### src/rtl/cache_miss_rate_calc_if.sv
// Request/result bundle for the miss-rate divider: start plus counter operands in,
// busy/done handshake and fixed-point rate, percentage and status flags out.
interface cache_miss_rate_calc_if #(
  parameter int CNT_W  = 12,
  parameter int FRAC_W = 12
);
  logic              start;
  logic [CNT_W-1:0]  misses_in;
  logic [CNT_W-1:0]  accesses_in;
  logic              busy;
  logic              done;
  logic [FRAC_W-1:0] miss_rate;
  logic [6:0]        miss_rate_pct;
  logic              div_zero;
  logic              saturated;

  modport master (
    output start, misses_in, accesses_in,
    input  busy, done, miss_rate, miss_rate_pct, div_zero, saturated
  );

  modport slave (
    input  start, misses_in, accesses_in,
    output busy, done, miss_rate, miss_rate_pct, div_zero, saturated
  );
endinterface

### src/rtl/cache_miss_rate_calc.sv
// Miss rate = misses/accesses as unsigned Q0.FRAC_W via restoring division; done FRAC_W+2
// edges after start (2 on zero/saturation); start is ignored while busy, results hold until next done.
module cache_miss_rate_calc #(
  parameter int CNT_W  = 12,
  parameter int FRAC_W = 12
) (
  input logic                    clk,
  input logic                    reset,
  cache_miss_rate_calc_if.slave  bus
);
  localparam int CNT_BITS = $clog2(FRAC_W + 1);
  localparam int PW       = FRAC_W + 7;

  typedef enum logic [1:0] {IDLE, CHECK, DIVIDE, FINISH} state_t;

  typedef struct packed {
    logic [FRAC_W-1:0] rate;
    logic [6:0]        pct;
    logic              div_zero;
    logic              saturated;
  } result_t;

  state_t              state_q, state_d;
  logic [CNT_W-1:0]    m, a;
  logic [CNT_W:0]      rem;
  logic [CNT_W:0]      t;
  logic                t_ge;
  logic [FRAC_W-1:0]   q;
  logic [CNT_BITS-1:0] cnt;
  logic                pend_zero, pend_sat;
  logic                done_q;
  result_t             res_q;

  always_ff @(posedge clk) begin
    if (reset) state_q <= IDLE;
    else       state_q <= state_d;
  end

  always_comb begin
    state_d = state_q;
    case (state_q)
      IDLE:    if (bus.start) state_d = CHECK;
      CHECK:   state_d = (a == '0 || m >= a) ? FINISH : DIVIDE;
      DIVIDE:  if (cnt == CNT_BITS'(1)) state_d = FINISH;
      FINISH:  state_d = IDLE;
      default: state_d = IDLE;
    endcase
  end

  // rem < a always holds, so the shifted remainder fits CNT_W+1 bits
  always_comb begin
    t    = rem << 1;
    t_ge = (t >= {1'b0, a});
  end

  always_ff @(posedge clk) begin
    if (reset) begin
      m         <= '0;
      a         <= '0;
      rem       <= '0;
      q         <= '0;
      cnt       <= '0;
      pend_zero <= 1'b0;
      pend_sat  <= 1'b0;
      done_q    <= 1'b0;
      res_q     <= '0;
    end else begin
      done_q <= 1'b0;
      case (state_q)
        IDLE: begin
          if (bus.start) begin
            m <= bus.misses_in;
            a <= bus.accesses_in;
          end
        end
        CHECK: begin
          pend_zero <= 1'b0;
          pend_sat  <= 1'b0;
          if (a == '0) begin
            q         <= '0;
            pend_zero <= 1'b1;
          end else if (m >= a) begin
            q        <= '1;
            pend_sat <= 1'b1;
          end else begin
            rem <= {1'b0, m};
            q   <= '0;
            cnt <= CNT_BITS'(FRAC_W);
          end
        end
        DIVIDE: begin
          rem <= t_ge ? (t - {1'b0, a}) : t;
          q   <= {q[FRAC_W-2:0], t_ge};
          cnt <= cnt - CNT_BITS'(1);
        end
        FINISH: begin
          res_q.rate      <= q;
          res_q.div_zero  <= pend_zero;
          res_q.saturated <= pend_sat;
          // saturated quotient would floor to 99%, so it is pinned to 100
          if (pend_sat)       res_q.pct <= 7'd100;
          else if (pend_zero) res_q.pct <= 7'd0;
          else                res_q.pct <= 7'(({7'b0, q} * PW'(100)) >> FRAC_W);
          done_q <= 1'b1;
        end
        default: ;
      endcase
    end
  end

  assign bus.busy          = (state_q != IDLE);
  assign bus.done          = done_q;
  assign bus.miss_rate     = res_q.rate;
  assign bus.miss_rate_pct = res_q.pct;
  assign bus.div_zero      = res_q.div_zero;
  assign bus.saturated     = res_q.saturated;
endmodule

### src/flat_wrapper.sv
// flat-port wrapper written by rule: the top's interface ports become plain ports
module cache_miss_rate_calc_flat 
#(
  parameter int CNT_W  = 12,
  parameter int FRAC_W = 12
)
  (clk, reset, bus_start, bus_misses_in, bus_accesses_in, bus_busy, bus_done, bus_miss_rate, bus_miss_rate_pct, bus_div_zero, bus_saturated);
  cache_miss_rate_calc_if #(.CNT_W(CNT_W), .FRAC_W(FRAC_W)) bus_i ();
  input logic clk;
  input logic reset;
  input wire logic [$bits(bus_i.start)-1:0] bus_start;
  input wire logic [$bits(bus_i.misses_in)-1:0] bus_misses_in;
  input wire logic [$bits(bus_i.accesses_in)-1:0] bus_accesses_in;
  output wire logic [$bits(bus_i.busy)-1:0] bus_busy;
  output wire logic [$bits(bus_i.done)-1:0] bus_done;
  output wire logic [$bits(bus_i.miss_rate)-1:0] bus_miss_rate;
  output wire logic [$bits(bus_i.miss_rate_pct)-1:0] bus_miss_rate_pct;
  output wire logic [$bits(bus_i.div_zero)-1:0] bus_div_zero;
  output wire logic [$bits(bus_i.saturated)-1:0] bus_saturated;
  assign bus_i.start = bus_start;
  assign bus_i.misses_in = bus_misses_in;
  assign bus_i.accesses_in = bus_accesses_in;
  assign bus_busy = bus_i.busy;
  assign bus_done = bus_i.done;
  assign bus_miss_rate = bus_i.miss_rate;
  assign bus_miss_rate_pct = bus_i.miss_rate_pct;
  assign bus_div_zero = bus_i.div_zero;
  assign bus_saturated = bus_i.saturated;
  cache_miss_rate_calc #(.CNT_W(CNT_W), .FRAC_W(FRAC_W)) u_core (.clk(clk), .reset(reset), .bus(bus_i));
endmodule
### config.mk
export PLATFORM = sky130hd
export DESIGN_NAME = cache_miss_rate_calc_flat
export DESIGN_NICKNAME = d
export VERILOG_FILES = /design/src/rtl/cache_miss_rate_calc_if.sv /design/src/rtl/cache_miss_rate_calc.sv /design/src/flat_wrapper.sv
export SDC_FILE = /design/constraint.sdc
export NUM_CORES = 1
export LEC_CHECK = 0
export CAP_MARGIN = 25
export CORE_ASPECT_RATIO = 0.75
export CORE_MARGIN = 2
export CORE_UTILIZATION = 62
export CTS_CLUSTER_DIAMETER = 60
export DETAILED_ROUTE_END_ITERATION = 8
export GPL_TIMING_DRIVEN = 0
export PLACE_DENSITY = 0.83
export REMOVE_ABC_BUFFERS = 1
export SYNTH_ARGS = -nofsm -noshare
export SYNTH_HDL_FRONTEND = slang
export SYNTH_SLANG_ARGS = --single-unit
### constraint.sdc
create_clock -name clk -period 5.2 [get_ports clk]
set_input_delay 1.04 -clock clk [delete_from_list [all_inputs] [get_ports clk]]
set_output_delay 1.04 -clock clk [all_outputs]
set_load 0.01 [all_outputs]
==> impl_metrics.csv, run 1 <==
group,metric,value,unit
run_status,status,"finished clean",
routing,drt-total-wl,11.90,mm
setup_path,end_kind,"flip-flop",
synth,synth-edff-count,0,
clock_network,ctsResizeCount,0,
clock_network,clock_latency,0.36,ns
synth,ys_warn_count,0,
setup_path,cpMostUsedCell,"ha_1",
place,post_dp_cell_area,5559,um2
synth,syn_inst,596,
setup_path,r2r_start,"u_core.q[7]$_SDFFE_PP0P_",
job,max_cap_violations,0,
floorplanning,coreArea,7848,um2
floorplanning,die_area,8819,um2
sta,rsz0062_at_grt,"false",
final_layout,antenna_cells,0,
synth,syn-cell-area,5007,um2
setup_path,path_class,"flip-flop to flip-flop",
sta,worst_pin_slew,1.029,ns
setup_path,r2r_slack,1.71,ns
final_layout,nets,733,
global_route,grt_pass1_vias,4232,
routing,antenna_left,0,
place,hpwlAfterDp,8.797,mm
setup_path,reg2reg_depth,13,
clock_network,cts.htree.levels,3,
routing,viasPerCell,5.870,
sta,final.setup.tns,0,ns
setup_path,crit_fanout,6,
power,cellLeakagePower,0.002500,uW
clock_network,cts_setup_buffers,0,
routing,vias,4344,
final_layout,layout_common_cells,"dfxtp_1 (78), nand2_1 (73), ha_1 (69)",
sta,max_slew_margin,0.2965,
setup_path,crit_required,5.42,ns
global_route,grt_max_degree,45,
synth,async_flop_share,0,
global_route,antenna_found_initial,0,
synth,synth_flop_cell,"dfxtp_1",
setup_path,crit_arrival,3.71,ns
place,globalplace.congestion,0.9215,
floorplanning,die_width,107.8,um
final_layout,post-route-cell-area,5759,um2
clock_network,cts_sinks,78,
sta,hold_viol,0,
final_layout,areaGrowthSynthToFinish,15.02,%
clock_network,cts_tree,"built",
final_layout,drive_gt1_frac,0.05827,
synth,syn_area_per_cell,8.402,um2
clock_network,root_buffer,"clkbuf_8",
sta,fin_crit_sh,0.6714,
sta,skew,0.01021,ns
global_route,grt_util_all_layers,0.2919,
setup_path,crit_chain,"ha_1 -> ha_1 -> inv_1 -> fa_1 -> inv_1 -> ha_1 -> and3_1 -> a211o_1 -> a31oi_1 -> nor2b_1 -> nor2_1 -> xor2_1 -> o22ai_1",
hold_path,hold_depth,2,
clock_network,cts.path.max_buffers,2,
power,cellPowerDensity,566.5,nW/um2
final_layout,n_fill_cell,609,
setup_path,slowest_delay,0.49,ns
sta,clock.fmax,0.2864,GHz
hold_path,hp-start,"u_core.bus.div_zero$_SDFFE_PP0P_",
floorplanning,rows,28,
global_route,grt_pass1_wl,20.22,mm
power,worst_ir_drop_vdd,0.2584,mV
floorplanning,fp.dieH,81.83,um
place,io_buffers,49,
floorplanning,io-pin-count,50,
clock_network,postCtsHoldBufs,0,
routing,drtIter0Drc,288,
floorplanning,start_util,0.6381,
synth,ys_seq_area_frac,0.3118,
sta,post-route-min-period,3.491,ns
routing,drc,0,
synth,ys_ff_latch,78,
clock_network,cts_made_buffers,9,
global_route,grt-ovfl-total,0,
sta,setup_violations,0,
routing,dr.pass1.iters,6,
synth,synth_cell_types,57,
setup_path,crit_path_start_kind,"flip-flop",
final_layout,layout_commonest_cell,"dfxtp_1",
setup_path,startpoint,"u_core.q[7]$_SDFFE_PP0P_",
routing,wire_per_inst,16.08,um
hold_path,hold_path_class,"flip-flop to flip-flop",
clock_network,clk_pin_slew,0.08,ns
sta,drv_slew,0,
setup_path,slowest_stage,"dfxtp_1",
power breakdown:
part / leakage [uW] / switching (uW) / total, uW / internal, uW
sequential: 0.000637 / 142 / 863 / 721
combinational: 0.00177 / 1080 / 1930 / 851
clock: 0.0000955 / 234 / 469 / 235
total: 0.00250 / 1460 / 3260 / 1810
sequential cells by signal, indices dropped and copies added, names as in the netlist, 2 cells and up:
name                      count
u_core.m                     12
u_core.a                     12
u_core.bus.miss_rate_pct      7
u_core.rem                   12
u_core.q                     12
u_core.state_q                2
u_core.cnt                    4
u_core.bus.miss_rate         12
layer usage:
layer	routed length (um)	track usage	vias to the layer above
met5	0	0	-
li1	-	-	2130
met3	867	0.07302	13
met4	121	0.09103	0
met2	5362	0.4774	158
met1	5551	0.3831	2043
per-stage QoR:
stage	worst slack (ns)	hold WS, ns	cells	power [uW]	util
after floorplan	2.133	0.4423	567	2285	-
after global placement	0.5064	0.4570	721	2645	0.7011
after detailed placement	1.764	0.4589	724	2767	0.7084
after CTS	1.758	0.4728	740	3248	0.7339
after global routing	1.496	0.4941	740	3542	0.7339
final	1.709	0.4744	740	3263	0.7339
critical path: cells and delay by family, from the launching register on:
| family | cells | cell delay [ns] |
|---|---|---|
| and+or+nand+nor | 3 | 0.45 |
| adders and majority gates | 4 | 1.44 |
| xor gates and xnor gates | 1 | 0.17 |
| DFF | 1 | 0.49 |
| AOI/OAI and AO/OA | 3 | 0.70 |
| buffers and inverters | 2 | 0.09 |
layout make-up:
| cell class | count | area, um2 | share of cell area |
|---|---|---|---|
| clock buffers | 11 | 141.4 | 0.02455 |
| clock inverters | 5 | 58.81 | 0.01021 |
| inverters | 48 | 180.2 | 0.03128 |
| multi-input cells | 441 | 3138 | 0.5449 |
| flip-flops and latches | 78 | 1562 | 0.2711 |
| well taps | 105 | 131.4 | 0.02281 |
| repair buffers | 52 | 548.0 | 0.09516 |
synth_stat cells, types with 2 or more instances:
library cell | count | area [um2]
o22ai_1 | 4 | 25.02
mux2i_1 | 21 | 210.2
fa_1 | 7 | 140.1
nor2_1 | 58 | 217.7
a21oi_1 | 58 | 290.3
a211o_1 | 3 | 26.28
a211oi_1 | 13 | 97.59
o32ai_1 | 2 | 17.52
o21a_1 | 2 | 15.01
a31oi_1 | 2 | 12.51
dfxtp_1 | 78 | 1562
buf_2 | 3 | 15.01
and3_1 | 3 | 18.77
nand2b_1 | 7 | 43.79
buf_1 | 5 | 18.77
a21boi_0 | 2 | 15.01
or2_2 | 3 | 18.77
nor3_1 | 6 | 30.03
buf_6 | 2 | 22.52
and2_1 | 2 | 12.51
nand4_1 | 5 | 31.28
a311oi_1 | 3 | 26.28
nor4_1 | 5 | 31.28
inv_1 | 48 | 180.2
nor2b_1 | 8 | 50.05
nand3_1 | 10 | 50.05
or3_1 | 3 | 18.77
o211ai_1 | 6 | 45.04
o21ai_0 | 14 | 70.07
clkbuf_1 | 19 | 71.32
xnor2_1 | 6 | 52.55
nand2_1 | 73 | 274.0
o2111ai_1 | 3 | 26.28
ha_1 | 69 | 863.3
xor2_1 | 9 | 78.83
mux2_2 | 6 | 67.56
a21o_1 | 8 | 60.06
path summary, 6_finish.rpt:
check | to
worst max-delay path | u_core.bus.miss_rate_pct[5]$_SDFFE_PP0P_
worst min-delay path | u_core.bus.div_zero$_SDFFE_PP0P_
worst max register to register | u_core.bus.miss_rate_pct[5]$_SDFFE_PP0P_
worst min register to register | u_core.bus.div_zero$_SDFFE_PP0P_
kinds of logic (layout without fill, tap and decap cells):
group           count (synthesis)  count (layout)  synth area share
simple gates                  186             186            0.1642
xor+xnor                       15              15           0.02624
mux                            28              28           0.05847
flops                          78              78            0.3118
buf+inv                        77             116           0.06147
fa+ha+maj                      76              76            0.2004
compound gates                136             136            0.1774
(Power assumes the default switching activity.)
==> inputs of run 2 (changes only) <==
Settings changed: CORE_UTILIZATION 62 to 58, PLACE_DENSITY 0.83 to 0.78.
Clock period 5.2 ns to 3.45 ns, I/O delays scaled along.
==> run 2 against run 1 <==
Net effect:
- via count decreased by 0.18%
- sequential cell count unchanged
- core utilization decreased by 3.2 points
- routed wire length increased by 1.0%
- count of clock-buffer cells in the layout decreased by 1
- power increased by 64%
- global-route usage decreased by 2.5 points
- critical path type unchanged
- largest power group unchanged
- highest routed layer unchanged
==> impl_metrics.csv, run 2 (same netlist as run 1, synthesis figures left out) <==
group,metric,value,unit
run_status,status,"finished clean",
final_layout,layout_commonest_cell,"nand2_1",
floorplanning,io-pin-count,50,
floorplanning,coreArea,8418,um2
floorplanning,die_width,111.3,um
final_layout,antenna_cells,0,
sta,post-route-min-period,3.282,ns
floorplanning,fp.dieH,84.47,um
sta,fin_crit_sh,0.9512,
clock_network,postCtsHoldBufs,0,
clock_network,cts_setup_buffers,0,
final_layout,regArea,1569,um2
clock_network,clock_latency,0.34,ns
routing,wire_per_inst,16.18,um
floorplanning,rows,29,
global_route,antenna_found_initial,0,
routing,dr.pass1.iters,5,
setup_path,cp_num_buf_inv,2,
global_route,grt_pass1_wl,20.26,mm
sta,drv_slew,0,
setup_path,path_delay_family,"adder cells",
routing,drt-total-wl,12.02,mm
place,io_buffers,49,
setup_path,crit_required,3.67,ns
sta,rsz0062_at_grt,"false",
global_route,grt-ovfl-total,0,
routing,drc,0,
final_layout,areaGrowthSynthToFinish,18.02,%
sta,clock.fmax,0.3047,GHz
job,max_cap_violations,0,
routing,vias,4336,
setup_path,crit_fanout,6,
setup_path,cpMostUsedCell,"ha_1",
routing,drtIter0Drc,248,
global_route,grt_util_all_layers,0.2673,
hold_path,hold_path_class,"flip-flop to flip-flop",
final_layout,multi_input_area,3151,um2
floorplanning,start_util,0.5948,
setup_path,slowest_stage,"fa_1",
setup_path,end_kind,"flip-flop",
power,cellLeakagePower,0.002562,uW
clock_network,cts.path.max_buffers,2,
clock_network,cts_made_buffers,9,
power,power,5354,uW
floorplanning,die_area,9400,um2
sta,setup_ws,0.1684,ns
clock_network,root_buffer,"clkbuf_16",
power,worst_ir_drop_vdd,0.5003,mV
setup_path,slowest_delay,0.51,ns
place,hpwlAfterDp,8.590,mm
sta,setup_violations,0,
global_route,grt_max_degree,42,
final_layout,layout_common_cells,"nand2_1 (73), dfxtp_1 (72), ha_1 (69)",
clock_network,cts.htree.levels,3,
final_layout,utilization,0.7020,
clock_network,clk_pin_slew,0.06,ns
sta,max_slew_margin,0.3977,
setup_path,path_class,"flip-flop to flip-flop",
setup_path,crit_chain,"ha_1 -> ha_1 -> inv_1 -> fa_1 -> inv_1 -> ha_1 -> and3_1 -> a211o_1 -> a31oi_1 -> nor2b_1 -> nor2_1 -> xor2_1 -> o22ai_1",
power,cellPowerDensity,906.1,nW/um2
final_layout,n_fill_cell,683,
sta,worst_pin_slew,0.9034,ns
final_layout,fin_cells,743,
setup_path,crit_path_start_kind,"flip-flop",
place,placed_cells,727,
place,dp_slack,-0.002084,ns
sta,hold-worst-slack,0.4800,ns
global_route,grt_pass1_vias,4218,
sta,skew,0.007389,ns
routing,antenna_left,0,
clock_network,cts_sinks,78,
final_layout,nets,733,
setup_path,crit_arrival,3.51,ns
place,globalplace.congestion,0.8735,
routing,viasPerCell,5.836,
sta,hold_viol,0,
clock_network,cts_tree,"built",
final_layout,drive_gt1_frac,0.06929,
run 2: cell types whose count changed in the layout (fill, tap and decap cells not counted), sizes merged:
cell,before,now
clkbuf,11,10
bufinv,1,3
clkinv,2,1
run 2: metal layers:
layer | part of all wire | track usage | wire [um] | vias up
met5 | 0 | 0 | 0 | -
met4 | 0.018 | 0.08305 | 222 | 0
met3 | 0.062 | 0.05487 | 746 | 19
met2 | 0.45 | 0.4379 | 5429 | 135
met1 | 0.47 | 0.3586 | 5624 | 2043
li1 | - | - | - | 2139
run 2: power breakdown:
part,switching (uW),internal [uW]
Clock,382,706
Sequential,211,1090
Combinational,1680,1290
run 2: final cells by class:
class,instances,share of cell area
repair buffers,52,0.09062
flip-flops and latches,78,0.2655
inverters,48,0.03049
clock inverters,6,0.01863
multi-input cells,441,0.5331
clock buffers,10,0.03875
well taps,108,0.02287
run 2: worst min-delay path, cell delays in order (launching register included):
cell,delay (ns)
dfxtp_1,0.32
nand2_1,0.06
a21oi_1,0.05
run 2: path summary, 6_finish.rpt:
path                             from                                  endpoint  slack [ns]  cells past startpoint
min          u_core.m[0]$_SDFFE_PP0P_                  u_core.m[0]$_SDFFE_PP0P_        0.48                      2
max reg2reg  u_core.q[7]$_SDFFE_PP0P_  u_core.bus.miss_rate_pct[5]$_SDFFE_PP0P_        0.17                     13
max          u_core.q[7]$_SDFFE_PP0P_  u_core.bus.miss_rate_pct[5]$_SDFFE_PP0P_        0.17                     13
min reg2reg  u_core.m[0]$_SDFFE_PP0P_                  u_core.m[0]$_SDFFE_PP0P_        0.48                      2
run 2: repair_timing:
item | CTS | global route
pin swaps | 0 | 1
gates resized for setup | 1 | 8
endpoints found under the setup margin | 6 | 14
run 2: metrics by stage:
step	TNS [ns]	area (um2)
floorplan	0	4880
global placement	-8.209	5505
detailed placement	-0.002084	5550
CTS	0	5891
global route	0	5909
finish	0	5909
